<file path="config.mk">
export PLATFORM = sky130hd
export DESIGN_NAME = muldiv_unit
export DESIGN_NICKNAME = d
export VERILOG_FILES = /design/src/rtl/muldiv_unit.sv
export SDC_FILE = /design/constraint.sdc
export NUM_CORES = 1
export LEC_CHECK = 0
export BUFFER_PORTS_ARGS = -buffer_cell sky130_fd_sc_hd__buf_2
export CORE_MARGIN = 5
export CORE_UTILIZATION = 30
export CTS_BUF_LIST = sky130_fd_sc_hd__clkbuf_4 sky130_fd_sc_hd__clkbuf_8 sky130_fd_sc_hd__clkbuf_16
export CTS_CLUSTER_DIAMETER = 60
export DETAILED_ROUTE_END_ITERATION = 12
export MAX_ROUTING_LAYER = met4
export PLACE_DENSITY = 0.56
export REMOVE_ABC_BUFFERS = 1
export SLEW_MARGIN = 10
export SYNTH_ARGS = -nofsm -noshare
export SYNTH_HDL_FRONTEND = slang
export SYNTH_SLANG_ARGS = --single-unit
</file>
<file path="constraint.sdc">
create_clock -name clk -period 14.9 [get_ports clk]
set_input_delay 2.235 -clock clk [delete_from_list [all_inputs] [get_ports clk]]
set_output_delay 2.235 -clock clk [all_outputs]
set_load 0.005 [all_outputs]
</file>
<file path="src/rtl/muldiv_unit.sv">
// -----------------------------------------------------------------------------
// muldiv_unit
// Iterative multiply/divide unit that owns the architectural HI/LO registers.
// Executes MULT, MULTU, DIV and DIVU with one radix-2 step per clock.
// Every operation takes exactly WIDTH steps, whatever the operands. It also
// takes direct MTHI/MTLO writes, and it drives HI/LO continuously for
// MFHI/MFLO.
//
// Ports
//   clk    in   core clock, rising edge
//   reset  in   synchronous active-high reset; aborts any running operation
//   start  in   request an operation (only honoured while idle)
//   op     in   00 MULT, 01 MULTU, 10 DIV, 11 DIVU
//   a, b   in   rs / rt operands (dividend / divisor for divides)
//   hi_we  in   MTHI write enable (only honoured while idle)
//   lo_we  in   MTLO write enable (only honoured while idle)
//   wdata  in   data for hi_we / lo_we
//   busy   out  operation in progress
//   done   out  one-cycle pulse: result committed to HI/LO
//   hi     out  HI (product upper half / remainder)
//   lo     out  LO (product lower half / quotient)
// -----------------------------------------------------------------------------
module muldiv_unit #(
  parameter int WIDTH = 32
) (
  input  logic             clk,
  input  logic             reset,
  input  logic             start,
  input  logic [1:0]       op,
  input  logic [WIDTH-1:0] a,
  input  logic [WIDTH-1:0] b,
  input  logic             hi_we,
  input  logic             lo_we,
  input  logic [WIDTH-1:0] wdata,
  output logic             busy,
  output logic             done,
  output logic [WIDTH-1:0] hi,
  output logic [WIDTH-1:0] lo
);

  localparam int CNT_W = $clog2(WIDTH + 1);

  typedef enum logic [1:0] {
    S_IDLE,
    S_RUN,
    S_DONE
  } state_t;

  state_t             r_state;
  logic [CNT_W-1:0]   r_cnt;
  logic [WIDTH-1:0]   r_acc;    // partial product upper half / partial remainder
  logic [WIDTH-1:0]   r_q;      // multiplier being consumed / dividend-to-quotient
  logic [WIDTH-1:0]   r_m;      // multiplicand / divisor magnitude
  logic               r_div;    // 1: divide, 0: multiply
  logic               r_neg_q;  // negate product (mul) or quotient (div)
  logic               r_neg_r;  // negate remainder (dividend was negative)
  logic               r_dz;     // divide by zero: quotient stays all ones
  logic [WIDTH-1:0]   r_hi;
  logic [WIDTH-1:0]   r_lo;
  logic               r_busy;
  logic               r_done;

  // Operand conditioning at start: signed ops work on magnitudes.
  logic               w_signed;
  logic               w_a_neg;
  logic               w_b_neg;
  logic [WIDTH-1:0]   w_a_mag;
  logic [WIDTH-1:0]   w_b_mag;

  // One radix-2 step and the final sign-corrected result.
  logic [WIDTH:0]     w_sum;
  logic [WIDTH:0]     w_shift;
  logic [WIDTH-1:0]   w_diff;
  logic               w_ge;
  logic [WIDTH-1:0]   w_acc_n;
  logic [WIDTH-1:0]   w_q_n;
  logic [2*WIDTH-1:0] w_prod;
  logic [2*WIDTH-1:0] w_prod_neg;
  logic [WIDTH-1:0]   w_res_hi;
  logic [WIDTH-1:0]   w_res_lo;
  logic               w_last;

  always_comb begin
    w_signed = ~op[0];
    w_a_neg  = w_signed & a[WIDTH-1];
    w_b_neg  = w_signed & b[WIDTH-1];
    // The most-negative value maps onto itself, which is its correct
    // unsigned magnitude.
    w_a_mag  = w_a_neg ? -a : a;
    w_b_mag  = w_b_neg ? -b : b;
  end

  // NOTE: every always_comb output gets a default assignment first so no
  // path through the block can leave a signal unassigned and infer a latch.
  always_comb begin
    w_acc_n  = r_acc;
    w_q_n    = r_q;
    w_res_hi = r_hi;
    w_res_lo = r_lo;

    // Shift-add: add multiplicand when the multiplier LSB is set, then shift
    // the {carry, acc, q} chain right by one.
    w_sum   = {1'b0, r_acc} + (r_q[0] ? {1'b0, r_m} : '0);
    // Restoring divide: shift in the next dividend bit and subtract if it fits.
    // The remainder is always below the divisor, so the low WIDTH bits of the
    // difference are exact whenever it is taken.
    w_shift = {r_acc, r_q[WIDTH-1]};
    w_ge    = (w_shift >= {1'b0, r_m});
    w_diff  = w_shift[WIDTH-1:0] - r_m;

    if (r_div) begin
      w_acc_n = w_ge ? w_diff : w_shift[WIDTH-1:0];
      w_q_n   = {r_q[WIDTH-2:0], w_ge};
    end else begin
      w_acc_n = w_sum[WIDTH:1];
      w_q_n   = {w_sum[0], r_q[WIDTH-1:1]};
    end

    w_prod     = {w_acc_n, w_q_n};
    w_prod_neg = -w_prod;

    if (r_div) begin
      // Divide by zero leaves quotient all ones and remainder |a|.
      // Re-applying the dividend sign to |a| restores a exactly.
      w_res_lo = (r_neg_q && !r_dz) ? -w_q_n : w_q_n;
      w_res_hi = r_neg_r ? -w_acc_n : w_acc_n;
    end else begin
      {w_res_hi, w_res_lo} = r_neg_q ? w_prod_neg : w_prod;
    end
  end

  assign w_last = (r_cnt == CNT_W'(WIDTH - 1));

  // NOTE: sequential state uses non-blocking assignments so every register
  // samples pre-edge values, independent of statement order.
  always_ff @(posedge clk) begin
    if (reset) begin
      r_state <= S_IDLE;
      r_cnt   <= '0;
      r_acc   <= '0;
      r_q     <= '0;
      r_m     <= '0;
      r_div   <= 1'b0;
      r_neg_q <= 1'b0;
      r_neg_r <= 1'b0;
      r_dz    <= 1'b0;
      r_hi    <= '0;
      r_lo    <= '0;
      r_busy  <= 1'b0;
      r_done  <= 1'b0;
    end else begin
      r_done <= 1'b0;
      case (r_state)
        S_IDLE: begin
          if (start) begin
            // start takes priority; any MTHI/MTLO this cycle is dropped
            r_acc   <= '0;
            r_q     <= w_a_mag;
            r_m     <= w_b_mag;
            r_div   <= op[1];
            r_neg_q <= w_a_neg ^ w_b_neg;
            r_neg_r <= op[1] & w_a_neg;
            r_dz    <= op[1] & (b == '0);
            r_cnt   <= '0;
            r_busy  <= 1'b1;
            r_state <= S_RUN;
          end else begin
            if (hi_we) r_hi <= wdata;
            if (lo_we) r_lo <= wdata;
          end
        end
        S_RUN: begin
          r_acc <= w_acc_n;
          r_q   <= w_q_n;
          r_cnt <= r_cnt + CNT_W'(1);
          if (w_last) begin
            r_hi    <= w_res_hi;
            r_lo    <= w_res_lo;
            r_busy  <= 1'b0;
            r_done  <= 1'b1;
            r_state <= S_DONE;
          end
        end
        S_DONE: begin
          r_state <= S_IDLE;
        end
        default: begin
          r_state <= S_IDLE;
        end
      endcase
    end
  end

  assign busy = r_busy;
  assign done = r_done;
  assign hi   = r_hi;
  assign lo   = r_lo;

endmodule

</file>
; ---- Word level (Yosys, flattened, before mapping)
; Index checks and enable logic that the tools add are counted.
[totals]
regBits = 174
elab_cells = 80
[classes]
add_sub_neg = 8
order_cmp = 1
eq_ne = 7
n_mux = 32
n_bitwise = 7
reduce_logical = 12
[op_table]
columns = op, n
row1 = $mux 32, 18
row2 = $pmux 32 s2, 4
row3 = $neg 32->32, 4
row4 = $mux 64, 1
row5 = $neg 64->64, 1
row6 = $add 32x32->33, 1
row7 = $ge 33x32->1, 1
row8 = $logic_not 32->1, 1
row9 = $sub 32x32->32, 1
row10 = $pmux 6 s2, 1
row11 = $ne 2x2->1 const B, 5
row12 = $reduce_and 4->1, 2
row13 = $add 6x1->6 const B, 1
row14 = $eq 6x5->1 const B, 1
row15 = $mux 6, 1
row16 = $reduce_and 2->1, 3
row17 = $and 1x1->1, 4
row18 = $mux 2, 2
row19 = $pmux 2 s2, 1
row20 = $mux 1, 3
row21 = $reduce_and 3->1, 1
row22 = $eq 2x1->1 const B, 1
row23 = $logic_not 2->1, 1
row24 = $not 1->1, 2
row25 = other kinds (6), 6

; ---- Logic depth before layout (Yosys ltp)
; Gate-level depths: netlist of run 1.
[logic_depth]
ltp_word = 8
depth_mapped = 25
mapped_depth_nobuf = 21

; ---- Worst setup path before layout of run 1
; No wires, ideal clock.
[synth_path]
path_kind = register -> register
start = reg r_div
end = reg r_hi[20], in the netlist hi[20]
t_arrival_ns = 4.877
required_time_ns = 14.786
path_slack_ns = 9.908
stages_incl_launch_ff = 23
synth_period_minus_slack_ns = 4.992
cell_sequence = dfxtp_1 buf_4 buf_4 clkbuf_1 clkbuf_1 buf_2 clkbuf_1 buf_1 buf_2 mux2i_1 ha_1 nand3_1 nor2_1 and3_1 clkbuf_1 nand2_1 o21ai_2 nor2_1 or3_1 nor2_2 a31oi_1 xnor2_1 a2111oi_0
[synth_via]
elab_chain_len = 6
[synth_rtl]
columns = item, line
row1 = start: declaration, 54  ; logic r_div;
row2 = start signal: assignment, 160  ; r_div <= op[1];
row3 = $mux 32, 111  ; if (r_div) begin
row4 = $neg 64->64 or $neg 32->32 (tied branches), "120, 126"
row5 = $mux 64 or $mux 32 (tied branches), "128, 126"
row6 = $mux 32 (*), 122  ; if (r_div) begin
row7 = $mux 32 (*), 176  ; if (w_last) begin
row8 = $pmux 32 s2 (*), 153  ; case (r_state)
row9 = end signal: assignment, 168  ; if (hi_we) r_hi <= wdata;
row10 = end signal: assignment, 177  ; r_hi <= w_res_hi;
row11 = end: declaration, 58  ; logic [WIDTH-1:0] r_hi;
; Mark *: on every way between the ends. The rest lies on a longest branch, timed or not. The select of a mux whose other input is x is not followed.
; A chain may end at the register's enable or synchronous reset.

; ---- Final worst setup path of run 1
[layout_path]
start = reg r_m[13]
end = reg r_hi[20], in the netlist hi[20]
[layout_via]
elab_chain_len = 8
[layout_rtl]
columns = item, line
row1 = start: declaration, 53  ; logic [WIDTH-1:0] r_m;
row2 = start signal: assignment, 159  ; r_m <= w_b_mag;
row3 = $mux 32 (tied with other cells), 103  ; w_sum = {1'b0, r_acc} + (r_q[0] ? {1'b0, r_m} : '0);
row4 = $add 32x32->33 or $mux 32 (tied branches), "103, 112"
row5 = $mux 32, 111
row6 = $neg 64->64 or $neg 32->32 (tied branches), "120, 126"
row7 = $mux 64 or $mux 32 (tied branches), "128, 126"
row8 = $mux 32 (*), 122
row9 = $mux 32 (*), 176
row10 = $pmux 32 s2 (*), 153
; Marked as above.

==> qor.csv, run 1 <==
metric;value;unit
Final Hold Vio Count;0;
number of global-route vias before repair;15200;
Metal-1 WL;28200;µm
CORE AREA;50100;µm²
setup bufs post-CTS;0;
fmax;171;MHz
CP Launch Type;register;
cts hold-fix bufs;0;
Port-buffer cells;168;
first-pass GRT wire length;92600;µm
Area after DPL;16500;µm²
Period minus WS final;5.84;ns
status;completed;
design internal power;918;µW
sequential power share;0.352;
synthesized area;15200;µm²
antenna violations before repair;0;
die height;235;µm
Final ANT Viol Nets;0;
Setup-failing EPs final;0;
worst reg2reg endpoint;hi[20]$_SDFFE_PP0P_;
largest net degree at the start of global routing;88;
Initial Utilization;0.303;
switching component of the power;570;µW
routed len/inst;21.4;µm
Worst Path Arrival;6.20;ns
register area;3490;µm²
gr ovfl total;0;
# rows;82;
WHS Path Cells;2;
die footprint;55100;µm²
Seq/Total Area, Yosys;0.230;
critical path peak fanout;24;
worst r2r path cells;21;
Post-synth ARST share;0;
skew final;0.0153;ns
reg2reg setup slack;9.06;ns
Critical Path RT;15.25;ns
fill count;5488;
via count;16400;
Max Used Layer;met4;
Slew @ Worst Pin;1.17;ns
clk root buf;clkbuf_16;
multi-input logic area;10900;µm²
Worst Setup End Kind;register;
number of synthesized flops with an enable pin;0;
CTS tree;built;
NumNets Final;2344;
leakage;0.00697;µW
all-layer global routing usage;0.216;
clock group share of total power;0.324;
met3 WL;3310;µm
Fin Setup TNS;0;ns
Worst Hold Path EP;lo[22]$_SDFFE_PP0P_;
RSZ-0062 raised after global routing;no;
final instance area;17100;µm²
Die W;235;µm
final WL;61100;µm
Via density;5.76;
Slew Viols, Final;0;
# IOs;169;
maximum clock insertion buffer count;2;
routed wl met2;28000;µm
Post-Syn Area per Cell;7.25;µm²
HPWL Detailed;47000;µm
RR Startpoint;r_m[13]$_SDFFE_PP0P_;
GPL Wtd Cong;0.964;
Max Cap Viol;0;
Cell variety after synth;101;
layout cells sized above 1;0.137;
Comb pwr share;0.324;
post-CTS sizing;0;
pwr dens;86.8;nW/µm²
H-tree Lvls;4;
Synth Warn #;0;
Final Cycle Share;0.392;
n_diodes;0;
clk_lat worst skew;0.47;ns
Num CTS Buffers;17;
DR pass1 iterations;5;
area grow syn2layout;13.0;%
Mapped Cells;2090;
Net Sw Frac;0.383;
Worst-path clk slew;0.08;ns
Hold Crit Start;lo[22]$_SDFFE_PP0P_;
Hold Path Class;register to register;
VDD IR max;0.0804;mV
Seq cells post-synth;174;
Slew headroom;0.210;
initial DRC count;1519;
# DRC;0;
Clock Sinks;174;
Primary FF master, synth;dfxtp_1;
Setup CP Type;register to register;
==> placed cells by master (no fill, tap or decap), drive strengths merged, types with 12 or more instances in the layout <==
cell	Yosys	routed
nand2	215	215
o211ai	24	24
a31oi	44	44
nand3	54	54
and3	23	23
a221oi	31	31
o21a	13	13
buf	29	195
o31ai	20	20
or3	23	23
nor4	12	12
a211oi	49	49
nor3	39	39
nand2b	15	15
nand4	28	28
nor2b	20	20
nor2	264	264
xnor2	70	70
a21oi	192	192
and2	16	16
o21ai	153	153
mux2i	29	29
dfxtp	174	174
ha	69	69
clkbuf	105	18
a22oi	14	14
inv	65	73
a311oi	18	18
xor2	74	74
a21o	40	40
==> critical path, cell delays in order, from the launching register on <==
cell and delay, ns:
dfxtp_1 0.34, inv_1 0.07, ha_1 0.40, and4_1 0.29, and2_1 0.18, a32oi_2 0.28, o311a_1 0.47, nand2_4 0.32
nand2_1 0.34, a21boi_0 0.27, ha_1 0.24, nand3_1 0.14, nor2_1 0.21, and3_1 0.34, nand2_1 0.18, o21ai_2 0.24
nor2_1 0.15, or3_1 0.46, nor2_2 0.13, a31oi_1 0.11, xnor2_1 0.15, a2111oi_0 0.41
==> per-layer routing <==
layer	up-vias	global-route usage
li1	7802	-
met1	7956	0.296
met2	602	0.337
met3	75	0.0213
met4	0	0.0658
met5	-	-
==> sequential cells by signal, indices dropped and copies added, names as in the netlist <==
signal	count
done	1
r_state	2
r_q	32
lo	32
r_dz	1
r_neg_r	1
r_acc	32
hi	32
r_m	32
r_div	1
busy	1
r_cnt	6
r_neg_q	1
==> worst max path at each step <==
stage                          from  slack, ns  cells after the start             endpoint
3_3_place_gp   r_q[31]$_SDFFE_PP0P_       9.41                     21  hi[20]$_SDFFE_PP0P_
4_1_cts        r_m[13]$_SDFFE_PP0P_       9.14                     21  hi[20]$_SDFFE_PP0P_
2_1_floorplan    r_div$_SDFFE_PP0P_       7.50                     13  hi[20]$_SDFFE_PP0P_
5_1_grt        r_m[28]$_SDFFE_PP0P_       8.61                     21  hi[20]$_SDFFE_PP0P_
3_5_place_dp   r_m[13]$_SDFFE_PP0P_       9.15                     21  hi[20]$_SDFFE_PP0P_
6_report       r_m[13]$_SDFFE_PP0P_       9.06                     21  hi[20]$_SDFFE_PP0P_
==> stage by stage <==
step | hold slack (ns) | setup WS, ns | util | instances | total power, µW
floorplan | 0.426 | 7.50 | - | 1956 | 837
global placement | 0.443 | 9.41 | 0.330 | 2823 | 1000
detailed placement | 0.446 | 9.15 | 0.330 | 2823 | 1010
CTS | 0.458 | 9.14 | 0.342 | 2855 | 1490
global route | 0.477 | 8.61 | 0.342 | 2855 | 1560
finish | 0.455 | 9.06 | 0.342 | 2855 | 1490
==> area by class of cell <==
| type | count | share of cell area |
|---|---|---|
| Clock inverter | 14 | 0.00993 |
| Tap cell | 672 | 0.0491 |
| Sequential cell | 174 | 0.204 |
| Clock buffer | 18 | 0.0253 |
| Multi-Input combinational cell | 1717 | 0.637 |
| Timing Repair Buffer | 195 | 0.0611 |
| Inverter | 65 | 0.0142 |
==> synth_stat cells, types with 23 or more instances <==
cell	n	area (µm²)
mux2i_1	28	280
clkbuf_1	103	387
nand2_1	214	803
a211oi_1	48	360
a21oi_1	191	956
a31oi_1	44	275
inv_1	65	244
dfxtp_1	174	3480
o211ai_1	24	180
nor2_1	259	972
nor3_1	38	190
a21o_1	40	300
nand4_1	26	163
ha_1	69	863
xnor2_1	70	613
nand3_1	53	265
and3_1	23	144
o21ai_0	151	756
a221oi_1	27	236
xor2_1	74	648
==> kinds of logic after synthesis <==
logic type / count (synthesis) / synth area share
XOR/XNOR: 144 / 0.0832
adder cells (fa/ha/maj): 71 / 0.0596
buffers and inverters: 199 / 0.0530
AO/OA/AOI/OAI: 707 / 0.311
AND/OR/NAND/NOR: 756 / 0.237
flip-flops: 174 / 0.230
multiplexers: 39 / 0.0271
==> power groups by stage <==
stage | combinational (µW) | clock [µW] | sequential (µW)
6_report | 483 | 482 | 523
5_1_grt | 523 | 507 | 527
4_1_cts | 475 | 490 | 522
3_5_place_dp | 473 | 0 | 533
3_3_place_gp | 473 | 0 | 532
2_1_floorplan | 308 | 0 | 529
Note: power is estimated with default switching activity, not from simulation.
==> inputs of run 2 (changes only) <==
==> constraint.sdc (replaced) <==
create_clock -name clk -period 5.9 [get_ports clk]
set_input_delay 0.885 -clock clk [delete_from_list [all_inputs] [get_ports clk]]
set_output_delay 0.885 -clock clk [all_outputs]
set_load 0.005 [all_outputs]
==> run 2 against run 1 <==
  * Cell count is 0.70% higher
  * Register-to-register slack got worse by 8.5 ns
  * Flip-flop and latch count did not move
  * Sequential power grew to 2.5 times the previous value
  * Clock power rose to 2.6 times the previous value
  * Clock skew rose by 0.0015 ns
  * Non-clock buffer count grew 20
  * Global-route usage rose by 0.60 points
  * Utilization up 0.41 points
  * Critical endpoint unchanged
  * Highest routed layer unchanged
==> qor.csv, run 2 (same netlist as run 1, synthesis figures left out) <==
metric;value;unit;change
setup bufs post-CTS;0;;unchanged
multi-input logic area;10900;µm²;unchanged
reg2reg setup slack;0.55;ns;was 9.06 ns
leakage;0.00708;µW;was 0.00697 µW
CTS tree;built;;unchanged
# DRC;0;;unchanged
Fin Setup TNS;0;ns;unchanged
register area;3490;µm²;unchanged
most frequent cells in the layout;nor2_1, nand2_1, a21oi_1;;unchanged
first-pass GRT wire length;95200;µm;was 92600 µm
Port-buffer cells;168;;unchanged
Worst Path Arrival;5.71;ns;was 6.20 ns
Final Hold Vio Count;0;;unchanged
all-layer global routing usage;0.222;;was 0.216
CORE AREA;50100;µm²;unchanged
CP max stage cell;a211oi_1;;was o311a_1
number of global-route vias before repair;15700;;was 15.2k
die footprint;55100;µm²;unchanged
area grow syn2layout;14.3;%;was 13.0%
Slew @ Worst Pin;1.15;ns;was 1.17 ns
skew final;0.0168;ns;was 0.0153 ns
Via density;5.74;;was 5.76
Num CTS Buffers;17;;unchanged
antenna violations before repair;0;;unchanged
Worst Setup End Kind;register;;unchanged
Slew headroom;0.231;;was 0.210
RSZ-0062 raised after global routing;no;;unchanged
via count;16500;;was 16.4k
fill count;5503;;was 5488
clk root buf;clkbuf_16;;unchanged
H-tree Lvls;4;;unchanged
Final Cycle Share;0.908;;was 0.392
# IOs;169;;unchanged
GPL Wtd Cong;0.968;;was 0.964
layout cells sized above 1;0.144;;was 0.137
die height;235;µm;unchanged
Slew Viols, Final;0;;unchanged
HPWL Detailed;47700;µm;was 47000 µm
Max Cap Viol;0;;unchanged
pwr dens;222;nW/µm²;was 86.8 nW/µm²
routed len/inst;21.6;µm;was 21.4 µm
cts hold-fix bufs;0;;unchanged
VDD IR max;0.196;mV;was 0.0804 mV
Final ANT Viol Nets;0;;unchanged
fin cells;2875;;was 2855
commonest non-fill, non-tap cell in the layout;nor2_1;;unchanged
NumNets Final;2364;;was 2344
dpl cells;2843;;was 2823
Die W;235;µm;unchanged
Critical Path RT;6.26;ns;was 15.25 ns
Initial Utilization;0.303;;unchanged
maximum clock insertion buffer count;2;;unchanged
Worst-path clk slew;0.07;ns;was 0.08 ns
Period minus WS final;5.35;ns;was 5.84 ns
# rows;82;;unchanged
DR pass1 iterations;6;;was 5
n_diodes;0;;unchanged
fmax;187;MHz;was 171 MHz
clk_lat worst skew;0.47;ns;about the same
post-CTS sizing;0;;unchanged
critical path peak fanout;9;;was 24
Setup-failing EPs final;0;;unchanged
gr ovfl total;0;;unchanged
status;completed;;unchanged
initial DRC count;1504;;was 1519
final WL;62100;µm;was 61100 µm
Setup CP Type;register to register;;unchanged
Clock Sinks;174;;unchanged
critical-path cell list;inv_1 -> ha_1 -> a21o_1 -> a211oi_1 -> o311a_1 -> nand2_4 -> nand2_1 -> a21boi_0 -> ha_1 -> nand3_1 -> nor2_1 -> and3_1 -> nand2_1 -> o21ai_2 -> nor2_1 -> or3_1 -> nor2_2 -> a31oi_1 -> xnor2_1 -> a2111oi_0;;was inv_1 -> ha_1 -> and4_1 -> and2_1 -> a32oi_2 -> o311a_1 -> nand2_4 -> nand2_1 -> a21boi_0 -> ha_1 -> nand3_1 -> nor2_1 -> and3_1 -> nand2_1 -> o21ai_2 -> nor2_1 -> or3_1 -> nor2_2 -> a31oi_1 -> xnor2_1 -> a2111oi_0
CP Launch Type;register;;unchanged
Hold Path Class;register to register;;unchanged
largest net degree at the start of global routing;95;;was 88
CP max stage delay;0.57;ns;was 0.47 ns
run 2: cell types whose count changed in the layout (fill, tap and decap cells not counted), sizes merged:
cell,previous run,this run
clkinv,3,4
inv,73,71
buf,195,215
bufinv,2,3
run 2: where the power goes:
part           switching [µW]  internal, µW
combinational             804           449
sequential               77.2          1250
clock                     579           689
total                    1460          2380
run 2: stage by stage:
step                hold WS, ns  total power (µW)  area (µm²)  worst slack [ns]   util
floorplan                 0.426              2110       14600             -1.50      -
global placement          0.440              2570       16700             0.847  0.334
detailed placement        0.445              2570       16700             0.645  0.334
CTS                       0.454              3840       17300             0.597  0.346
global route              0.469              4020       17300             0.163  0.346
finish                    0.450              3840       17300             0.546  0.346
run 2: critical path, delay by kind of cell, from the launching register on:
kind	cells	cell delay (ns)
flops	1	0.35
compound gates	7	2.32
buf+inv	1	0.06
simple gates	9	1.80
fa+ha+maj	2	0.57
xor+xnor	1	0.13
run 2: final cells by class:
| cell class | instances | share of cell area |
|---|---|---|
| clock buffer | 18 | 0.0250 |
| clock inverter | 14 | 0.0115 |
| inverter | 65 | 0.0141 |
| multi-input combinational | 1717 | 0.629 |
| sequential | 174 | 0.201 |
| tap | 672 | 0.0485 |
| timing repair buffer | 215 | 0.0704 |
run 2: worst paths after layout:
kind | from | endpoint | cells after the start
worst max register to register | r_m[30]$_SDFFE_PP0P_ | hi[20]$_SDFFE_PP0P_ | 20
worst min-delay path | lo[19]$_SDFFE_PP0P_ | lo[19]$_SDFFE_PP0P_ | 2
worst max-delay path | r_m[30]$_SDFFE_PP0P_ | hi[20]$_SDFFE_PP0P_ | 20
worst min register to register | lo[19]$_SDFFE_PP0P_ | lo[19]$_SDFFE_PP0P_ | 2
run 2: routing by layer:
layer	GRT usage	up-vias	wire length [µm]
met5	-	-	0
met4	0.0864	0	2400
met3	0.0367	103	4110
met2	0.338	631	27800
met1	0.295	7920	27800
li1	-	7857	-
==> inputs of run 3 (changes only) <==
--- a/config.mk
+++ b/config.mk
@@ -6,13 +6,13 @@
 export NUM_CORES = 1
 export LEC_CHECK = 0
 export BUFFER_PORTS_ARGS = -buffer_cell sky130_fd_sc_hd__buf_2
-export CORE_MARGIN = 5
+export CORE_MARGIN = 2
 export CORE_UTILIZATION = 30
 export CTS_BUF_LIST = sky130_fd_sc_hd__clkbuf_4 sky130_fd_sc_hd__clkbuf_8 sky130_fd_sc_hd__clkbuf_16
 export CTS_CLUSTER_DIAMETER = 60
 export DETAILED_ROUTE_END_ITERATION = 12
 export MAX_ROUTING_LAYER = met4
-export PLACE_DENSITY = 0.56
+export PLACE_DENSITY_LB_ADDON = 0.3
 export REMOVE_ABC_BUFFERS = 1
 export SLEW_MARGIN = 10
 export SYNTH_ARGS = -nofsm -noshare
==> run 3 against run 2 <==
  * Cell area fell by 0.27%
  * Hold slack improved by 0.0079 ns
  * Setup slack gained 0.039 ns
  * Combinational power hardly changed
  * Register-to-register slack better by 0.04 ns
  * Non-clock buffer count increased by 2
  * Sequential share of layout area grew 0.055 points
  * Wire length fell by 0.56%
  * Critical path type unchanged
  * Critical endpoint is now hi[30]$_SDFFE_PP0P_
  * Highest routed layer unchanged
==> qor.csv, run 3 (same netlist as run 1, synthesis figures left out) <==
metric;value;unit;change
status;completed;;unchanged
commonest non-fill, non-tap cell in the layout;nor2_1;;unchanged
leakage;0.00706;µW;was 0.00708 µW
final WL;61800;µm;was 62100 µm
maximum clock insertion buffer count;2;;unchanged
CTS tree;built;;unchanged
CP Buf/Inv Count;2;;was 1
most frequent cells in the layout;nor2_1, nand2_1, a21oi_1;;unchanged
antenna violations before repair;3;;was 0
cts hold-fix bufs;0;;unchanged
CORE AREA;50100;µm²;unchanged
Final Hold Vio Count;0;;unchanged
all-layer global routing usage;0.237;;was 0.222
skew final;0.0205;ns;was 0.0168 ns
setup bufs post-CTS;0;;unchanged
critical path peak fanout;20;;was 9
crit-path leading delay family;compound AO/OA/AOI/OAI gates;;unchanged
Placement Setup Slack;0.691;ns;was 0.645 ns
# rows;82;;unchanged
Area after DPL;16700;µm²;about the same
CP max stage cell;inv_1;;was a211oi_1
hold slack final;0.458;ns;was 0.450 ns
routed len/inst;21.5;µm;was 21.6 µm
RR Startpoint;r_q[0]$_SDFFE_PP0P_;;was r_m[30]$_SDFFE_PP0P_
post-route setup slack;0.584;ns;was 0.546 ns
Setup-failing EPs final;0;;unchanged
Hold Crit Start;r_m[22]$_SDFFE_PP0P_;;was lo[19]$_SDFFE_PP0P_
number of global-route vias before repair;15600;;was 15.7k
Worst-path clk slew;0.09;ns;was 0.07 ns
GPL Wtd Cong;0.957;;was 0.968
Hold Path Class;register to register;;unchanged
reg2reg setup slack;0.58;ns;was 0.55 ns
initial DRC count;1643;;was 1504
Worst Path Arrival;5.75;ns;was 5.71 ns
DR pass1 iterations;5;;was 6
Max Cap Viol;0;;unchanged
Num CTS Buffers;17;;unchanged
Worst Setup SP;r_q[0]$_SDFFE_PP0P_;;was r_m[30]$_SDFFE_PP0P_
final instance area;17300;µm²;about the same
Worst Setup End Kind;register;;unchanged
fmax;188;MHz;was 187 MHz
Die W;229;µm;was 235 µm
clk root buf;clkbuf_16;;unchanged
die footprint;52300;µm²;was 55100 µm²
CP Launch Type;register;;unchanged
# IOs;169;;unchanged
Fin Setup TNS;0;ns;unchanged
Port-buffer cells;168;;unchanged
Period minus WS final;5.32;ns;was 5.35 ns
Critical Path RT;6.33;ns;was 6.26 ns
Final Cycle Share;0.901;;was 0.908
Slew Viols, Final;0;;unchanged
Slew @ Worst Pin;1.21;ns;was 1.15 ns
die height;229;µm;was 235 µm
RSZ-0062 raised after global routing;no;;unchanged
Setup CP Type;register to register;;unchanged
first-pass GRT wire length;94600;µm;was 95200 µm
# DRC;0;;unchanged
H-tree Lvls;4;;unchanged
Clock Sinks;174;;unchanged
gr ovfl total;0;;unchanged
Via density;5.75;;was 5.74
post-CTS sizing;0;;unchanged
area grow syn2layout;14.0;%;was 14.3%
pwr dens;218;nW/µm²;was 222 nW/µm²
layout cells sized above 1;0.145;;was 0.144
Initial Utilization;0.303;;unchanged
NumNets Final;2366;;was 2364
largest net degree at the start of global routing;69;;was 95
VDD IR max;0.177;mV;was 0.196 mV
CP max stage delay;0.70;ns;was 0.57 ns
critical-path cell list;inv_1 -> buf_4 -> nor2_1 -> ha_1 -> nand2_1 -> a211o_1 -> a21oi_1 -> a31oi_1 -> o2111a_1 -> nor4_1 -> o21ai_0 -> a21boi_0 -> nand4_1 -> nor4b_1 -> mux2i_1 -> o22a_1;;was inv_1 -> ha_1 -> a21o_1 -> a211oi_1 -> o311a_1 -> nand2_4 -> nand2_1 -> a21boi_0 -> ha_1 -> nand3_1 -> nor2_1 -> and3_1 -> nand2_1 -> o21ai_2 -> nor2_1 -> or3_1 -> nor2_2 -> a31oi_1 -> xnor2_1 -> a2111oi_0
via count;16500;;about the same
Final ANT Viol Nets;0;;unchanged
Slew headroom;0.193;;was 0.231
clk_lat worst skew;0.48;ns;was 0.47 ns
PnR Total Power;3770;µW;was 3840 µW
HPWL Detailed;47600;µm;was 47700 µm
[run 3: cell count changes in the layout (fill, tap and decap cells not counted), sizes merged]
cell / delta
bufinv: -2
buf: +2
clkinvlp: +2
diode: +2
[run 3: worst paths after layout]
check / end / cells past startpoint
max: hi[30]$_SDFFE_PP0P_ / 16
min: r_m[22]$_SDFFE_PP0P_ / 2
max reg2reg: hi[30]$_SDFFE_PP0P_ / 16
min reg2reg: r_m[22]$_SDFFE_PP0P_ / 2
[run 3: worst register-to-register path: cells and delay by family, from the launching register on]
family	cells	cell delay [ns]
AOI/OAI and AO/OA	7	2.10
and+or+nand+nor	5	1.16
buffers and inverters	2	1.08
DFF	1	0.33
adders and majority gates	1	0.33
muxes	1	0.26
[run 3: per-stage QoR]
stage,util,cells
6_report,0.345,2879
5_1_grt,0.345,2879
4_1_cts,0.345,2877
3_5_place_dp,0.333,2845
3_3_place_gp,0.333,2845
2_1_floorplan,-,1956
[run 3: cell type report]
cell class                 instances  area [µm²]
clock buffer                      18         439
fill                            5467       32800
sequential                       174        3490
multi-input combinational       1717       10900
timing repair buffer             217        1210
clock inverter                    14         151
inverter                          65         244
tap                              672         841
antenna                            2        5.00
[run 3: report_power, final]
group / internal (µW) / leakage (µW) / switching, µW / total [µW]
Clock: 609 / 0.000282 / 589 / 1200
Combinational: 447 / 0.00536 / 804 / 1250
Sequential: 1250 / 0.00142 / 78.6 / 1320
[run 3: layer usage]
layer | GRT usage | part of all wire | vias up
li1 | - | - | 7857
met1 | 0.318 | 0.46 | 7959
met2 | 0.366 | 0.45 | 642
met3 | 0.0302 | 0.059 | 83
met4 | 0.0800 | 0.030 | 0
met5 | - | 0 | -
